<file path="src/rtl/ann_pkg.sv">
// -----------------------------------------------------------------------------
// ann_pkg
// Constants shared by the MLP datapath blocks.
//   MODE_*  : 2-bit operation codes for data_shift_bank
// -----------------------------------------------------------------------------
package ann_pkg;

   localparam logic [1:0] MODE_HOLD   = 2'b00;
   localparam logic [1:0] MODE_SHIFT  = 2'b01;
   localparam logic [1:0] MODE_ROTATE = 2'b10;
   localparam logic [1:0] MODE_LOAD   = 2'b11;

endpackage : ann_pkg

</file>
<file path="src/rtl/data_shift_bank_if.sv">
// -----------------------------------------------------------------------------
// data_shift_bank_if
// Control and data bundle of data_shift_bank.
//   master : drives clr, en, mode, din, pin; observes the bank outputs
//   slave  : the bank itself; drives dout, pout, count, full, wrap, ovf
// Entry i of pin/pout occupies bits [i*WIDTH +: WIDTH].
// -----------------------------------------------------------------------------
interface data_shift_bank_if #(
   parameter int WIDTH = 8,
   parameter int DEPTH = 4
);

   localparam int CNT_W = $clog2(DEPTH + 1);

   logic                     clr;
   logic                     en;
   logic [1:0]               mode;
   logic [WIDTH-1:0]         din;
   logic [WIDTH*DEPTH-1:0]   pin;
   logic [WIDTH-1:0]         dout;
   logic [WIDTH*DEPTH-1:0]   pout;
   logic [CNT_W-1:0]         count;
   logic                     full;
   logic                     wrap;
   logic                     ovf;

   modport master (
      output clr, en, mode, din, pin,
      input  dout, pout, count, full, wrap, ovf
   );

   modport slave (
      input  clr, en, mode, din, pin,
      output dout, pout, count, full, wrap, ovf
   );

endinterface : data_shift_bank_if

</file>
<file path="src/rtl/reg_en_w.sv">
// -----------------------------------------------------------------------------
// reg_en_w
// WIDTH-bit register with synchronous active-high reset and load enable.
//   clk : rising-edge clock
//   rst : synchronous reset, clears the register to 0
//   en  : load d on the next edge; otherwise hold
//   d   : next value
//   q   : registered value
// -----------------------------------------------------------------------------
module reg_en_w #(
   parameter int WIDTH = 8
) (
   input  logic             clk,
   input  logic             rst,
   input  logic             en,
   input  logic [WIDTH-1:0] d,
   output logic [WIDTH-1:0] q
);

   logic [WIDTH-1:0] data_d;
   logic [WIDTH-1:0] data_q;

   always_comb begin
      data_d = en ? d : data_q;
   end

   // NOTE: every data register is reset, not just the control state; rotating
   // a partially filled bank moves the unused entries onto dout, so they must
   // start at a known 0.
   always_ff @(posedge clk) begin
      // NOTE: non-blocking assignment so all flops sample pre-edge values.
      if (rst) data_q <= '0;
      else     data_q <= data_d;
   end

   assign q = data_q;

endmodule : reg_en_w

</file>
<file path="src/rtl/data_shift_bank.sv">
// -----------------------------------------------------------------------------
// data_shift_bank
// DEPTH x WIDTH register bank feeding the neuron MAC. Operands arrive serially
// (SHIFT) or in one cycle (LOAD) and are then circulated (ROTATE) so the MAC
// sees one value per cycle on dout; wrap pulses after each complete pass.
//   clk  : rising-edge clock
//   rst  : synchronous active-high reset
//   bus  : data_shift_bank_if.slave
//          clr   synchronous functional clear (entries, count, pass position)
//          en    operation enable, 0 = hold
//          mode  HOLD / SHIFT / ROTATE / LOAD (ann_pkg::MODE_*)
//          din   serial input for SHIFT
//          pin   parallel input for LOAD
//          dout  entry DEPTH-1 (head)
//          pout  all entries
//          count number of valid entries, full = (count == DEPTH)
//          wrap  one-cycle pulse after the DEPTH-th consecutive rotate
//          ovf   one-cycle pulse after a SHIFT into a full bank
// -----------------------------------------------------------------------------
module data_shift_bank
   import ann_pkg::*;
#(
   parameter int WIDTH = 8,
   parameter int DEPTH = 4
) (
   input  logic             clk,
   input  logic             rst,
   data_shift_bank_if.slave bus
);

   localparam int CNT_W = $clog2(DEPTH + 1);
   localparam int IDX_W = $clog2(DEPTH);

   localparam logic [CNT_W-1:0] CNT_FULL = CNT_W'(DEPTH);
   localparam logic [IDX_W-1:0] IDX_LAST = IDX_W'(DEPTH - 1);

   // ---------------------------------------------------------------------------
   // Entry storage
   // ---------------------------------------------------------------------------
   logic [WIDTH-1:0] entry_q [DEPTH];
   logic [WIDTH-1:0] entry_d [DEPTH];
   logic [DEPTH-1:0] entry_en;
   logic [WIDTH-1:0] feed    [DEPTH];

   for (genvar gi = 0; gi < DEPTH; gi++) begin : g_entry
      reg_en_w #(.WIDTH(WIDTH)) u_entry (
         .clk (clk),
         .rst (rst),
         .en  (entry_en[gi]),
         .d   (entry_d[gi]),
         .q   (entry_q[gi])
      );
      assign bus.pout[gi*WIDTH +: WIDTH] = entry_q[gi];
   end

   // Value moving into each entry on SHIFT/ROTATE. Both modes move the chain
   // the same way; they differ only in what enters entry 0: din for a shift,
   // the outgoing head for a rotate.
   always_comb begin
      feed[0] = (bus.mode == MODE_ROTATE) ? entry_q[DEPTH-1] : bus.din;
      for (int i = 1; i < DEPTH; i++) begin
         feed[i] = entry_q[i-1];
      end
   end

   // Per-entry next-value mux. clr is realised as a load of zero.
   always_comb begin
      for (int i = 0; i < DEPTH; i++) begin
         // NOTE: defaults first so no path through this block leaves an output
         // unassigned, which would otherwise infer a latch.
         entry_en[i] = 1'b0;
         entry_d[i]  = '0;
         if (bus.clr) begin
            entry_en[i] = 1'b1;
         end else if (bus.en) begin
            case (bus.mode)
               MODE_SHIFT, MODE_ROTATE: begin
                  entry_en[i] = 1'b1;
                  entry_d[i]  = feed[i];
               end
               MODE_LOAD: begin
                  entry_en[i] = 1'b1;
                  entry_d[i]  = bus.pin[i*WIDTH +: WIDTH];
               end
               default: ;
            endcase
         end
      end
   end

   // ---------------------------------------------------------------------------
   // Fill level, pass position and event pulses
   // ---------------------------------------------------------------------------
   logic [CNT_W-1:0] count_d,   count_q;
   logic [IDX_W-1:0] rot_idx_d, rot_idx_q;
   logic             wrap_d,    wrap_q;
   logic             ovf_d,     ovf_q;

   always_comb begin
      count_d   = count_q;
      rot_idx_d = rot_idx_q;
      wrap_d    = 1'b0;
      ovf_d     = 1'b0;
      if (bus.clr) begin
         count_d   = '0;
         rot_idx_d = '0;
      end else if (bus.en) begin
         case (bus.mode)
            MODE_SHIFT: begin
               // A full bank keeps its count; the head value falls off the end.
               if (count_q == CNT_FULL) ovf_d   = 1'b1;
               else                     count_d = count_q + CNT_W'(1);
               rot_idx_d = '0;
            end
            MODE_ROTATE: begin
               if (rot_idx_q == IDX_LAST) begin
                  rot_idx_d = '0;
                  wrap_d    = 1'b1;
               end else begin
                  rot_idx_d = rot_idx_q + IDX_W'(1);
               end
            end
            MODE_LOAD: begin
               count_d   = CNT_FULL;
               rot_idx_d = '0;
            end
            default: ;
         endcase
      end
   end

   always_ff @(posedge clk) begin
      if (rst) begin
         count_q   <= '0;
         rot_idx_q <= '0;
         wrap_q    <= 1'b0;
         ovf_q     <= 1'b0;
      end else begin
         count_q   <= count_d;
         rot_idx_q <= rot_idx_d;
         wrap_q    <= wrap_d;
         ovf_q     <= ovf_d;
      end
   end

   assign bus.dout  = entry_q[DEPTH-1];
   assign bus.count = count_q;
   assign bus.full  = (count_q == CNT_FULL);
   assign bus.wrap  = wrap_q;
   assign bus.ovf   = ovf_q;

endmodule : data_shift_bank

</file>
<file path="src/flat_wrapper.sv">
// flat-port wrapper written by rule: the top's interface ports become plain ports
module data_shift_bank_flat import ann_pkg::*;
#(
   parameter int WIDTH = 8,
   parameter int DEPTH = 4
)
  (clk, rst, bus_clr, bus_en, bus_mode, bus_din, bus_pin, bus_dout, bus_pout, bus_count, bus_full, bus_wrap, bus_ovf);
  data_shift_bank_if #(.WIDTH(WIDTH), .DEPTH(DEPTH)) bus_i ();
  input  logic clk;
  input  logic rst;
  input wire logic [$bits(bus_i.clr)-1:0] bus_clr;
  input wire logic [$bits(bus_i.en)-1:0] bus_en;
  input wire logic [$bits(bus_i.mode)-1:0] bus_mode;
  input wire logic [$bits(bus_i.din)-1:0] bus_din;
  input wire logic [$bits(bus_i.pin)-1:0] bus_pin;
  output wire logic [$bits(bus_i.dout)-1:0] bus_dout;
  output wire logic [$bits(bus_i.pout)-1:0] bus_pout;
  output wire logic [$bits(bus_i.count)-1:0] bus_count;
  output wire logic [$bits(bus_i.full)-1:0] bus_full;
  output wire logic [$bits(bus_i.wrap)-1:0] bus_wrap;
  output wire logic [$bits(bus_i.ovf)-1:0] bus_ovf;
  assign bus_i.clr = bus_clr;
  assign bus_i.en = bus_en;
  assign bus_i.mode = bus_mode;
  assign bus_i.din = bus_din;
  assign bus_i.pin = bus_pin;
  assign bus_dout = bus_i.dout;
  assign bus_pout = bus_i.pout;
  assign bus_count = bus_i.count;
  assign bus_full = bus_i.full;
  assign bus_wrap = bus_i.wrap;
  assign bus_ovf = bus_i.ovf;
  data_shift_bank #(.WIDTH(WIDTH), .DEPTH(DEPTH)) u_core (.clk(clk), .rst(rst), .bus(bus_i));
endmodule
</file>
<file path="config.mk">
export PLATFORM = sky130hd
export DESIGN_NAME = data_shift_bank_flat
export DESIGN_NICKNAME = d
export VERILOG_FILES = /design/src/rtl/ann_pkg.sv /design/src/rtl/data_shift_bank_if.sv /design/src/rtl/reg_en_w.sv /design/src/rtl/data_shift_bank.sv /design/src/flat_wrapper.sv
export SDC_FILE = /design/constraint.sdc
export NUM_CORES = 1
export LEC_CHECK = 0
export ABC_AREA = 1
export BUFFER_PORTS_ARGS = -buffer_cell sky130_fd_sc_hd__buf_2
export CAP_MARGIN = 30
export CORE_MARGIN = 2
export CORE_UTILIZATION = 51
export CTS_CLUSTER_SIZE = 30
export DETAILED_ROUTE_END_ITERATION = 7
export HOLD_SLACK_MARGIN = 0.12
export PLACE_DENSITY = 0.85
export SKIP_LAST_GASP = 1
export SYNTH_ARGS = -nofsm -noshare
export SYNTH_HDL_FRONTEND = slang
export SYNTH_SLANG_ARGS = --single-unit
</file>
<file path="constraint.sdc">
create_clock -name clk -period 2.5 [get_ports clk]
set_clock_uncertainty 0.05 [all_clocks]
set_input_delay 0.125 -clock clk [delete_from_list [all_inputs] [get_ports clk]]
set_output_delay 0.125 -clock clk [all_outputs]
set_load 0.005 [all_outputs]
</file>
* Word-level counts from Yosys, hierarchy flattened
Index checks and enable logic that the tools add are counted.
** Storage, ports and cells
- Output and inout bits :: 46
- Word-level logic and storage cells :: 51
- Input bits :: 46
- Register bits :: 39
** Cells by class
- Reductions and logical operators :: 10
- Equality and inequality tests :: 6
- Multiplexer cells :: 22
- Bitwise operators :: 3
- Add/subtract/negate cells :: 2
** Operator list (count)
- $mux 8 :: 9
- $pmux 8 s2 :: 4
- $reduce_or 4->1 :: 2
- $eq 2x2->1 const B :: 3
- $pmux 3 s2 :: 1
- $reduce_or 2->1 :: 3
- $mux 1 :: 5
- $pmux 2 s2 :: 1
- $reduce_bool 2->1 :: 2
- $add 3x1->3 const B :: 1
- $eq 3x3->1 const B :: 1
- $mux 3 :: 1
- $not 1->1 :: 3
- $reduce_and 3->1 :: 1
- $reduce_or 3->1 :: 1
- $add 2x1->2 const B :: 1
- $eq 2x1->1 const B :: 1
- $mux 2 :: 1
- $ne 2x2->1 const B :: 1
- $reduce_and 2->1 :: 1

* Depth between registers and ports, before layout
Gate-level depths: netlist of run 1.
- Word-level depth :: 5
- Gate-level depth with buffers :: 9

* Cells and area by module
A second synthesis of run 1 with hierarchy kept.
** Unflattened totals
- Cell total of the unflattened synthesis :: 415
- Area total of the unflattened synthesis :: 2621.3 sq um
** Modules (own cells, without submodules)
- reg_en_w :: cells an instance 51, area an instance 341.6 sq um, times used 4
- data_shift_bank :: cells an instance 211, area an instance 1255.0 sq um, times used 1

* Least setup slack after synthesis of run 1
Ideal clock, no wire load.
- Path kind :: reg-to-reg
- Start point :: reg u_core.count_q[0], in the netlist u_core.bus.count[0]
- End point :: reg u_core.count_q[1], in the netlist u_core.bus.count[1]
- Cell stages (with the launch flop) :: 9
- Setup slack :: 1238 ps
- Data arrival time :: 1097 ps
- Cell sequence :: dfxtp_1 inv_1 ha_1 nand3_1 inv_1 nor2_1 nand2_1 o21ai_0 nor2_1
** On the way
- Cells in the longest elaborated chain, start to end :: 3
- Elaborated cells on any way between the ends :: 6
** RTL lines
- start, declared :: RTL line data_shift_bank.sv:94 : logic [CNT_W-1:0] count_d, count_q;
- start signal, assigned :: RTL line data_shift_bank.sv:139 : count_q <= count_d;
- $add 3x1->3 or $eq 3x3->1 (tied branches) :: RTL line data_shift_bank.sv:112, data_shift_bank.sv:111
- $mux 3 or $ne 2x2->1 (tied branches)
- $pmux 3 s2 or $reduce_and 3->1 (tied branches)
Parallel ways exist; a longest one is shown, timed or not. The select of a mux whose other input is x is not followed.
A chain may end at the register's enable or synchronous reset.

* Worst setup path after layout of run 1
- Start point :: in bus_en
- End point :: reg u_core.g_entry[0].u_entry.data_q[2]
** On the way
- Cells in the longest elaborated chain, start to end :: 2
- Elaborated cells on any way between the ends :: 4
** RTL lines
- start, declared :: RTL line flat_wrapper.sv:12 : input wire logic [$bits(bus_i.en)-1:0] bus_en;
- $mux 8 or $mux 1 (tied branches) :: RTL line data_shift_bank.sv:75 : end else if (bus.en) begin
- $mux 8 or $mux 1 (tied branches) :: RTL line data_shift_bank.sv:73 : if (bus.clr) begin
- end signal, assigned :: RTL line reg_en_w.sv:33 : else data_q <= data_d;
- end, declared :: RTL line reg_en_w.sv:21 : logic [WIDTH-1:0] data_q;
Parallel ways exist; a longest one is shown, timed or not.

==> results of run 1 <==
## metrics by stage
stage / total power [W] / setup WS, ps
6_report: 0.00139 / 1000
3_5_place_dp: 0.000845 / 904
5_1_grt: 0.00145 / 869
2_1_floorplan: 0.000775 / 1240
3_3_place_gp: 0.000843 / 1020
4_1_cts: 0.00139 / 1010
## power groups by stage
stage	logic [W]	clock network, W	registers [W]
2_1_floorplan	0.000122	0	0.000654
3_3_place_gp	0.000188	0	0.000654
3_5_place_dp	0.000190	0	0.000654
4_1_cts	0.000201	0.000553	0.000640
5_1_grt	0.000227	0.000578	0.000641
6_report	0.000202	0.000548	0.000640
## cell families (layout without fill, tap and decap cells)
| kind of cell | count (synthesis) | in the layout | synth area share [%] |
|---|---|---|---|
| simple gates | 204 | 204 | 37.7 |
| buf+inv | 57 | 141 | 12.9 |
| flops | 39 | 39 | 36.4 |
| compound gates | 38 | 38 | 8.88 |
| fa+ha+maj | 7 | 7 | 4.09 |
## worst reg2reg max path, stage by stage, from the launching register on
cell     delay [ps]
dfxtp_1         390
inv_1            70
ha_1            210
nand3_1         130
inv_1            50
nor2_1          180
nand2_1          60
o21ai_0          80
nor2_1           60
## cell usage in the layout (no fill, tap or decap)
| cell | synthesis | final |
|---|---|---|
| inv_2 | 2 | 2 |
| bufinv_16 | 0 | 1 |
| dlygate4sd3_1 | 0 | 8 |
| inv_1 | 29 | 29 |
| nand2_1 | 181 | 181 |
| a21oi_1 | 36 | 36 |
| dfxtp_1 | 39 | 39 |
| clkinv_2 | 0 | 1 |
| o21ai_0 | 2 | 2 |
| nor2_2 | 1 | 1 |
| nor2_4 | 1 | 1 |
| buf_4 | 8 | 3 |
| clkbuf_8 | 0 | 6 |
| ha_1 | 7 | 7 |
| nor2_8 | 1 | 1 |
| nor2_1 | 7 | 7 |
| nand3_1 | 13 | 13 |
| buf_2 | 7 | 91 |
## path summary, 6_finish.rpt
path | start | end | slack [ps] | depth (start not counted)
setup / recovery | bus_en | u_core.g_entry[0].u_entry.q[2]$_SDFFE_PP0P_ | 1000 | 8
hold / removal | bus_pin[21] | u_core.g_entry[2].u_entry.q[5]$_SDFFE_PP0P_ | 120 | 5
setup reg to reg | u_core.bus.count[0]$_SDFFE_PP0P_ | u_core.bus.count[1]$_SDFFE_PP0P_ | 1100 | 8
hold reg to reg | u_core.rot_idx_q[1]$_SDFFE_PP0P_ | u_core.rot_idx_q[1]$_SDFFE_PP0P_ | 430 | 2
## layout make-up
cell class | instances | share of cell area [%]
inverters | 31 | 4.28
clock inverters | 2 | 1.29
multi-input cells | 249 | 39.9
well taps | 50 | 2.30
flip-flops and latches | 39 | 28.7
clock buffers | 6 | 3.03
repair buffers | 102 | 20.5
## per-layer routing
| layer | global-route usage [%] | routed length (um) | up-vias |
|---|---|---|---|
| li1 | - | - | 1204 |
| met5 | 0 | 0 | - |
| met3 | 6.17 | 450 | 12 |
| met2 | 40.3 | 2620 | 96 |
| met1 | 32.2 | 2420 | 1019 |
| met4 | 10.5 | 119 | 0 |
## flip-flops by register name (all words and copies together), names as in the netlist
register / flops
u_core.bus.count: 3
u_core.bus.ovf: 1
u_core.bus.wrap: 1
u_core.g_entry.u_entry.q: 32
u_core.rot_idx_q: 2
## repair_timing
action | 4_1_cts | 5_1_grt
hold buffers | 8 | 0
buffers inserted | 0 | 0
hold endpoints to repair | 9 | 0
==> metrics.txt, run 1 <==
status finished, final reports clean; global route overflow 0; initial DRC count 169; CTS buffer count 5; combinational power share 14.6%; Post-CTS Resized 0; Layout Cells excl Fill 479; via count of the first global-routing pass 2047; Hold Path Class in2reg; Bufs and invs on worst path 4; Clock power frac 39.4%; clk root buf clkbuf_8; HPWL after DPL 3920 um; CTS H-Tree Depth 2; Synth Cell Area 0.00214 mm2; Worst-path clk slew 80 ps; proportion of layout cells with a drive suffix above 1 24.9%; Die Span X 68.8 um; period utilization 59.8%; setup TNS 0 ps; Synth Instances 345; Sink Count 39; first-pass iteration count of the detailed router 4; PwrDens 511 mW/mm2; Std-Cell Rows 23; most frequent cell after synthesis nand2_1; drt wl/cell 11.7 um; syn nets 398; dominant cells by area after synthesis dfxtp_1 (36%), nand2_1 (32%), a21oi_1 (8.4%); leading area contributor after synthesis dfxtp_1; fin util 67.5%; Initial Utilization 53.2%; P&R area growth vs syn 27.0%; CP max stage cell dlygate4sd3_1; Seq pwr share 46.0%; Final Max Slew Viols 0; Post-synth EDFFs 0; leakage power 1.45 nW; Post-layout nets 481; Tmin final 1500 ps; asr flop ratio synth 0%; Ys Warns 0; die footprint 0.00473 mm2; crit start category primary input; core area 0.00403 mm2; design area 0.00272 mm2; Internal Power 0.00103 W; CP max FO 32; DRC violations left 0; Setup Crit Path Kind in2reg; Main synth FF type dfxtp_1; switching power 0.000357 W; Crit path top cell by count inv_2; initial antenna violation count 0; Placed Cells incl. Taps 463; footprint of the multi-input gates 0.00109 mm2; RSZ-0062 raised after global routing no; Die H 68.8 um; antenna-violating nets left 0; post-synth cell types 17; Relative slew margins 58.8%; syn_area_per_cell 6.21 um2; Overall Global Routing Usage 25.1%; CP max stage delay 520 ps; first-pass GRT wire length 8890 um; Hold WS 122 ps; Peak Freq 0.669 GHz; top cell family by delay on the critical path buffers and inverters; overall routed net length 5610 um; top cells by count, synth nand2_1 (181), dfxtp_1 (39), a21oi_1 (36); Max-Cap Viols 0; Post-DP Area 0.00252 mm2; CTS tree built; switching share of total power 25.7%; Synth top area share 36.4%; critical path, cell by cell dlygate4sd3_1 > buf_2 > inv_2 > nor2_4 > inv_2 > nor2_8 > nand2_1 > a21oi_1; Seq. cell area 781 um2; fill count 358; Req. time, crit path 2660 ps; sequential fraction of the synthesis area 36.4%; IO Count 92; # port buffers 91; Clock Latency Late Sink 290 ps; Slew @ Worst Pin 618 ps; Final setup viols 0; routability congestion estimate from global placement 0.827; final count of hold timing violations 0; antenna fix cells 0; worst vdd ir 315 uV; #FFs+latches synth 39; Worst Setup End Kind flop; via/cell ratio 4.87; largest net degree at the start of global routing 34; DR vias 2331; CTS Buffer Depth 2; Arrival @ worst endpoint 1660 ps
Note: power is estimated with default switching activity, not from simulation.
==> run 2, diff against run 1 <==
--- a/config.mk
+++ b/config.mk
@@ -9,11 +9,11 @@
 export BUFFER_PORTS_ARGS = -buffer_cell sky130_fd_sc_hd__buf_2
 export CAP_MARGIN = 30
 export CORE_MARGIN = 2
-export CORE_UTILIZATION = 51
+export CORE_UTILIZATION = 43
 export CTS_CLUSTER_SIZE = 30
 export DETAILED_ROUTE_END_ITERATION = 7
 export HOLD_SLACK_MARGIN = 0.12
-export PLACE_DENSITY = 0.85
+export PLACE_DENSITY = 0.76
 export SKIP_LAST_GASP = 1
 export SYNTH_ARGS = -nofsm -noshare
 export SYNTH_HDL_FRONTEND = slang
==> constraint.sdc (replaced) <==
create_clock -name clk -period 1.3 [get_ports clk]
set_clock_uncertainty 0.05 [all_clocks]
set_input_delay 0.065 -clock clk [delete_from_list [all_inputs] [get_ports clk]]
set_output_delay 0.065 -clock clk [all_outputs]
set_load 0.005 [all_outputs]
==> metrics.txt, run 2 (same netlist as run 1, synthesis figures left out) <==
Clock Latency Late Sink 290 ps (about the same); routability congestion estimate from global placement 0.795 (-3.8%); crit start category flop; switching power 0.000705 W (+98%); via/cell ratio 4.83 (-0.84%); Worst Setup End Kind flop; Clock power frac 31.0% (-8.4 points); via count of the first global-routing pass 2266 (+11%); setup TNS 0 ps (unchanged); CTS buffer count 5 (unchanged); Slew @ Worst Pin 354 ps (-264 ps); status finished, final reports clean; FF-to-FF path depth 7 (-1); Peak Freq 0.813 GHz; Max-Cap Viols 0 (unchanged); Crit path top cell by count inv_1; number of flip-flops in the largest register 32 (unchanged); Sink Count 39 (unchanged); switching share of total power 27.6% (+2.0 points); overall routed net length 6680 um (+19%); IO Count 92 (unchanged); Seq pwr share 48.2% (+2.2 points); PwrDens 807 mW/mm2 (+58%); CP max FO 4 (-88%); r2r endpoint u_core.bus.count[2]$_SDFFE_PP0P_; antenna-violating nets left 0 (unchanged); CP max stage delay 320 ps (-200 ps); Post-layout nets 518 (+7.7%); Worst-path clk slew 70 ps (about the same); CTS H-Tree Depth 2 (unchanged); core area 0.00475 mm2 (+18%); Post-CTS Setup Inserts 0 (unchanged); DRC violations left 0 (unchanged); Relative slew margins 76.4% (+18 points); Final setup viols 0 (unchanged); Overall Global Routing Usage 23.5% (-1.6 points); period utilization 94.6%; Req. time, crit path 1460 ps (-1200 ps); # port buffers 91 (unchanged); Final Max Slew Viols 0 (unchanged); largest net degree at the start of global routing 33 (-2.9%); leakage power 1.63 nW (+13%); CP max stage cell dfxtp_1; commonest non-fill, non-tap cell in the layout nand2_1; initial DRC count 163 (-3.6%); CTS Buffer Depth 2 (unchanged); Std-Cell Rows 25 (+8.7%); Die Span X 74.6 um (+8.4%); HPWL after DPL 4260 um (+8.5%); Worst setup endpoint u_core.bus.count[2]$_SDFFE_PP0P_; initial antenna violation count 0 (unchanged); first-pass iteration count of the detailed router 5 (+1); Internal Power 0.00185 W (+79%); DR vias 2572 (+10%); CP startpoint u_core.bus.count[0]$_SDFFE_PP0P_; reg2reg setup slack 70 ps (-1030 ps); worst vdd ir 490 uV (+56%); Hold Path Class in2reg; CTS tree built; global route overflow 0 (unchanged); die footprint 0.00556 mm2 (+17%); Die H 74.6 um (+8.4%); dpl ws -17.2 ps (-921 ps); clk root buf clkbuf_8; Worst R2R Start u_core.bus.count[0]$_SDFFE_PP0P_; proportion of layout cells with a drive suffix above 1 25.8% (+0.81 points); critical path, cell by cell inv_1 > ha_1 > nand3_2 > inv_1 > nor2_4 > nand2_1 > a21oi_1; Tmin final 1230 ps; Setup Crit Path Kind reg2reg; antenna fix cells 0 (unchanged); first-pass GRT wire length 10100 um (+14%); fin util 66.5% (-1.1 points); drt wl/cell 12.5 um (+7.1%); combinational power share 20.7% (+6.1 points); Final WS setup 70.7 ps (-934 ps); commonest cells after routing, fill and taps aside nand2_1 (181), buf_2 (90), dfxtp_1 (39), a21oi_1 (35), dlygate4sd3_1 (33); final count of hold timing violations 0 (unchanged); RSZ-0062 raised after global routing no; overall power 0.00255 W (+83%); P&R area growth vs syn 47.5%; Arrival @ worst endpoint 1390 ps (-270 ps); Initial Utilization 45.1% (-8.1 points)
## run 2: worst max-delay path, delay by kind of cell (launching register included)
kind | cells | cell delay, ps
DFF | 1 | 320
and+or+nand+nor | 3 | 300
adders and majority gates | 1 | 220
AOI/OAI and AO/OA | 1 | 140
buffers and inverters | 2 | 130
## run 2: power groups by stage
stage	clock network [W]	logic (W)	registers (W)
6_report	0.000792	0.000529	0.00123
2_1_floorplan	0	0.000234	0.00126
3_5_place_dp	0	0.000408	0.00126
3_3_place_gp	0	0.000405	0.00126
5_1_grt	0.000854	0.000581	0.00123
4_1_cts	0.000801	0.000487	0.00123
## run 2: worst min-delay path by stage
stage	depth (start not counted)	start	end
after floorplan	2	bus_en	u_core.bus.ovf$_SDFF_PP0_
after global placement	3	bus_en	u_core.bus.wrap$_SDFF_PP0_
after detailed placement	3	bus_en	u_core.bus.ovf$_SDFF_PP0_
after CTS	4	bus_clr	u_core.bus.count[0]$_SDFFE_PP0P_
after global routing	4	bus_clr	u_core.bus.count[0]$_SDFFE_PP0P_
final	4	bus_clr	u_core.bus.count[0]$_SDFFE_PP0P_
## run 2: what timing repair did
| item | CTS | global route |
|---|---|---|
| hold endpoints to repair | 36 | 0 |
| pin swaps | 0 | 2 |
| resized for setup | 1 | 7 |
| hold buffers | 34 | 0 |
| gates cloned | 0 | 3 |
| endpoints found under the setup margin | 2 | 34 |
## run 2: cell type report
type,count,area (um2)
clock buffers,6,72.6
repair buffers,139,990
inverters,31,119
clock inverters,2,12.5
flip-flops and latches,39,781
multi-input cells,249,1100
fillers,436,1590
well taps,67,83.8
## run 2: stage by stage
step	hold WS (ps)	instances	instance area, um2
after global placement	321	488	2640
after detailed placement	316	488	2640
after floorplan	159	345	2140
final	141	533	3160
after global routing	155	533	3160
after CTS	139	530	3070
## run 2: routing by layer
layer / vias to the layer above / share of wire, % / track usage (%)
li1: 1278 / - / -
met1: 1168 / 43 / 31.2
met2: 118 / 49 / 38.6
met3: 8 / 6.2 / 4.20
met4: 0 / 1.2 / 7.94
met5: - / 0 / 0
